### config.mk
export PLATFORM = sky130hd
export DESIGN_NAME = pwm_dac_flat
export DESIGN_NICKNAME = d
export VERILOG_FILES = /design/src/rtl/pwm_dac_if.sv /design/src/rtl/pwm_dac.sv /design/src/flat_wrapper.sv
export SDC_FILE = /design/constraint.sdc
export NUM_CORES = 1
export LEC_CHECK = 0
export ABC_CLOCK_PERIOD_IN_PS = 2900
export CORE_MARGIN = 1.5
export CORE_UTILIZATION = 40
export DETAILED_ROUTE_END_ITERATION = 8
export PLACE_DENSITY_LB_ADDON = 0.2
export SYNTH_ARGS = -nofsm -noshare
export SYNTH_HDL_FRONTEND = slang
export SYNTH_SLANG_ARGS = --single-unit
export TNS_END_PERCENT = 20
### constraint.sdc
create_clock -name i_clk -period 2.9 [get_ports i_clk]
set_input_delay 0.725 -clock i_clk [delete_from_list [all_inputs] [get_ports i_clk]]
set_output_delay 0.725 -clock i_clk [all_outputs]
set_load 0.02 [all_outputs]
### src/rtl/pwm_dac_if.sv
// rtl/pwm_dac_if.sv - sample stream handshake between the NCO and the PWM/sigma-delta DAC
interface pwm_dac_if #(
   parameter int WIDTH = 10
);
   logic [WIDTH-1:0] tdata;
   logic             tvalid;
   logic             tready;

   modport master (output tdata, output tvalid, input tready);
   modport slave  (input tdata, input tvalid, output tready);
endinterface

### src/rtl/pwm_dac.sv
// rtl/pwm_dac.sv - 1-bit PWM / first-order sigma-delta DAC with frame-aligned double-buffered samples
module pwm_dac #(
   parameter int WIDTH = 10
) (
   input  logic    i_clk,
   input  logic    i_rst,
   pwm_dac_if.slave s,
   input  logic    i_mode,
   input  logic    i_clr_ovr,
   output logic    o_pin,
   output logic    o_frame,
   output logic    o_overrun
);
   logic [WIDTH-1:0] cnt;
   logic [WIDTH-1:0] act;
   logic [WIDTH-1:0] pend;
   logic             pend_full;
   logic             mode_q;
   logic [WIDTH:0]   acc;
   logic [WIDTH:0]   acc_next;
   logic             boundary;
   logic             accept;

   assign s.tready = !pend_full;
   assign accept   = s.tvalid && !pend_full;
   assign boundary = (cnt == {WIDTH{1'b1}});
   // Carry out of the low WIDTH bits is the sigma-delta output bit.
   assign acc_next = {1'b0, acc[WIDTH-1:0]} + {1'b0, act};

   always_ff @(posedge i_clk or posedge i_rst) begin
      if (i_rst) begin
         cnt       <= '0;
         act       <= '0;
         pend      <= '0;
         pend_full <= 1'b0;
         mode_q    <= 1'b0;
         acc       <= '0;
         o_pin     <= 1'b0;
         o_frame   <= 1'b0;
         o_overrun <= 1'b0;
      end else begin
         cnt     <= cnt + 1'b1;
         o_frame <= (cnt == '0);

         // A sample taken in the boundary cycle stays in pend for a full frame.
         if (accept) begin
            pend      <= s.tdata;
            pend_full <= 1'b1;
         end else if (boundary && pend_full) begin
            act       <= pend;
            pend_full <= 1'b0;
         end

         if (boundary) begin
            mode_q <= i_mode;
         end

         if (mode_q) begin
            o_pin <= acc_next[WIDTH];
            acc   <= acc_next;
         end else begin
            o_pin <= (cnt < act);
         end

         if (boundary && (i_mode != mode_q)) begin
            acc <= '0;
         end

         if (s.tvalid && pend_full) begin
            o_overrun <= 1'b1;
         end else if (i_clr_ovr) begin
            o_overrun <= 1'b0;
         end
      end
   end
endmodule

### src/flat_wrapper.sv
// flat-port wrapper written by rule: the top's interface ports become plain ports
module pwm_dac_flat 
#(
   parameter int WIDTH = 10
)
  (i_clk, i_rst, i_mode, i_clr_ovr, o_pin, o_frame, o_overrun, s_tdata, s_tvalid, s_tready);
  pwm_dac_if #(.WIDTH(WIDTH)) s_i ();
  input  logic i_clk;
  input  logic i_rst;
  input  logic i_mode;
  input  logic i_clr_ovr;
  output logic o_pin;
  output logic o_frame;
  output logic o_overrun;
  input wire logic [$bits(s_i.tdata)-1:0] s_tdata;
  input wire logic [$bits(s_i.tvalid)-1:0] s_tvalid;
  output wire logic [$bits(s_i.tready)-1:0] s_tready;
  assign s_i.tdata = s_tdata;
  assign s_i.tvalid = s_tvalid;
  assign s_tready = s_i.tready;
  pwm_dac #(.WIDTH(WIDTH)) u_core (.i_clk(i_clk), .i_rst(i_rst), .s(s_i), .i_mode(i_mode), .i_clr_ovr(i_clr_ovr), .o_pin(o_pin), .o_frame(o_frame), .o_overrun(o_overrun));
endmodule
==> run summary <==
FF+latch count, synth - 45
actual slew at the worst max-slew pin - 0.612 ns
setup_tns - 0 ns
Final Setup Violations - 0
drc violations - 0
crit path DAT - 1.47 ns
full die area - 6440 sq um
top_reg_cell synth - dfrtp_1
Pleak - 1.26 nW
net count after synthesis - 259
antenna fix cells - 0
initial antenna violation count - 0
Final min period - 2.20 ns
Max Buffers Root-to-Sink - 2
Ports - 19
CTS sink cnt - 45
HP Class - register to register
vias after detailed routing - 1625
clock slew seen by the registers of the worst setup and hold paths - 0.09 ns
Synth async-reset ratio - 100%
Final ANT Viol Nets - 0
commonest non-fill, non-tap cell in the layout - dfrtp_1
Starting Density - 42.3%
Post-Syn Instances - 222
Post-CTS Setup Repair Bufs - 0
Resized Gates After CTS - 0
first-pass GRT wire length - 7860 microns
Layout Skew - 0.00710 ns
Crit. End Element - primary output
Post-CTS Hold Buffers - 0
Setup crit end - s_tready
# nets final - 285
Synth cell types - 41
worst reg2reg startpoint - u_core.cnt[1]$_DFF_PP0_
share of the clock period used by the worst path - 75.7%
critical path launch point - u_core.pend_full$_DFFE_PP0P_
gr usage total - 16.2%
Starting DRT DRC Count - 68
Peak supply drop - 0.000250 V
grt ovf - 0
synth-to-layout area growth - 16.4%
Clock Latency Late Sink - 0.30 ns
CTS Buf Count - 5
Seq/Total Area, Yosys - 47.2%
placed cell count - 313
CTS tree - built
die height - 80.3 microns
EDFF count, synth - 0
highest clock rate - 455 MHz
maximum fanout along the worst path - 4
Worst EP required - 2.17 ns
Yosys warnings - 0
status - finished clean
Worst slew margin - 59.1%
Non-Filler Instances - 321
vias in the first global route - 1612
reg2reg end - u_core.act[0]$_DFFE_PP0P_
pin count of the biggest net entering global routing - 19
RSZ-0062 raised after global routing - false
first drt pass iteration count - 4
Reg2Reg Depth - 4
Synth Cell Area - 2390 sq um
Root Buffer - clkbuf_8
HPWL after DPL - 3390 microns
H-tree Lvls - 2
per-cell routed wire length - 13.5 microns
core region area - 5640 sq um
fillcell total - 524
Via-to-Cell Ratio - 5.06
WS Path Type - register to primary output
reg-to-reg slack, setup - 0.85 ns
layout cells sized above 1 - 11.6%
Max Cap Viol - 0
# port buffers - 18
final hold violation count - 0
gpl congestion - 0.803
DRT Wirelength - 4350 microns
Std-Cell Rows - 27
Slew Viols, Final - 0
Startpoint Class - register
commonest non-fill, non-tap cells in the layout - dfrtp_1 (45), nand2_1 (28), ha_1 (21)
PD cells - 424 nW/um^2
Die Width - 80.3 microns
Syn Area/Cell - 10.8 sq um
==> Yosys cell counts (5+ instances only) <==
master	count	share of area, %
inv_1	17	2.7
ha_1	21	11
dfrtp_1	45	47
o21ai_0	19	4.0
a21o_1	5	1.6
nand3_1	7	1.5
mux2_2	11	5.2
xor2_1	6	2.2
nor2_1	7	1.1
a21oi_1	7	1.5
xnor2_1	7	2.6
nand2_1	28	4.4
==> flip-flops by register name, indices dropped and copies added, names as in the netlist <==
name and count:
u_core.mode_q 1, u_core.pend_full 1, u_core.o_frame 1, u_core.cnt 10
u_core.pend 10, u_core.o_pin 1, u_core.act 10, u_core.acc 10
u_core.o_overrun 1
==> critical path, cell delays in order (launching register included) <==
cell and delay, ns:
dfrtp_1 0.41, inv_1 0.14, clkdlybuf4s50_1 0.63
==> stage by stage <==
stage                     setup WS [ns]  util (%)  hold slack, ns  power (W)  area, sq um
after floorplan                    1.12         -           0.445   0.000688         2390
after global placement            0.675      47.3           0.467   0.000720         2670
after detailed placement          0.633      47.3           0.473   0.000721         2670
after CTS                         0.688      49.2           0.492    0.00119         2780
after global routing              0.621      49.2           0.526    0.00123         2780
final                             0.705      49.2           0.488    0.00118         2780
==> how the worst min path moves through the flow <==
stage | startpoint | endpoint | slack (ns) | cells past startpoint
after detailed placement | u_core.acc[8]$_DFFE_PP0P_ | u_core.acc[8]$_DFFE_PP0P_ | 0.47 | 2
after CTS | u_core.pend[1]$_DFFE_PP0P_ | u_core.act[1]$_DFFE_PP0P_ | 0.49 | 2
after floorplan | u_core.pend[1]$_DFFE_PP0P_ | u_core.act[1]$_DFFE_PP0P_ | 0.45 | 2
after global routing | u_core.pend[1]$_DFFE_PP0P_ | u_core.act[1]$_DFFE_PP0P_ | 0.53 | 2
final | u_core.pend[4]$_DFFE_PP0P_ | u_core.act[4]$_DFFE_PP0P_ | 0.49 | 2
after global placement | u_core.acc[8]$_DFFE_PP0P_ | u_core.acc[8]$_DFFE_PP0P_ | 0.47 | 2
==> kinds of logic (layout without fill, tap and decap cells) <==
| group | count (synthesis) | count (layout) | synth area share [%] |
|---|---|---|---|
| adder cells (fa/ha/maj) | 22 | 22 | 11.8 |
| AO/OA/AOI/OAI | 49 | 49 | 13.6 |
| XOR/XNOR | 13 | 13 | 4.77 |
| buffers and inverters | 20 | 47 | 3.56 |
| multiplexers | 12 | 12 | 5.66 |
| AND/OR/NAND/NOR | 61 | 61 | 13.4 |
| flip-flops | 45 | 45 | 47.2 |
==> metal layers <==
layer | GRT usage [%] | up-vias | part of all wire [%]
met2 | 25.0 | 21 | 46
li1 | - | 838 | -
met5 | 0 | - | 0
met3 | 2.95 | 7 | 2.8
met4 | 7.07 | 0 | 1.9
met1 | 22.3 | 759 | 49
==> power breakdown <==
group / total, W / internal [W] / switching [W] / leakage (nW)
combinational: 0.0000538 / 0.0000322 / 0.0000216 / 0.619
sequential: 0.000653 / 0.000644 / 0.00000901 / 0.590
clock: 0.000470 / 0.000259 / 0.000211 / 0.0554
total: 0.00118 / 0.000935 / 0.000242 / 1.26
==> final cells by class <==
type	instances	area, sq um	share of cell area (%)
clock inverters	2	38.8	1.40
well taps	72	90.1	3.24
inverters	17	63.8	2.30
multi-input cells	157	1180	42.3
flip-flops and latches	45	1130	40.5
clock buffers	6	72.6	2.61
repair buffers	22	210	7.57
No activity file was read; power rests on OpenSTA's default activity.
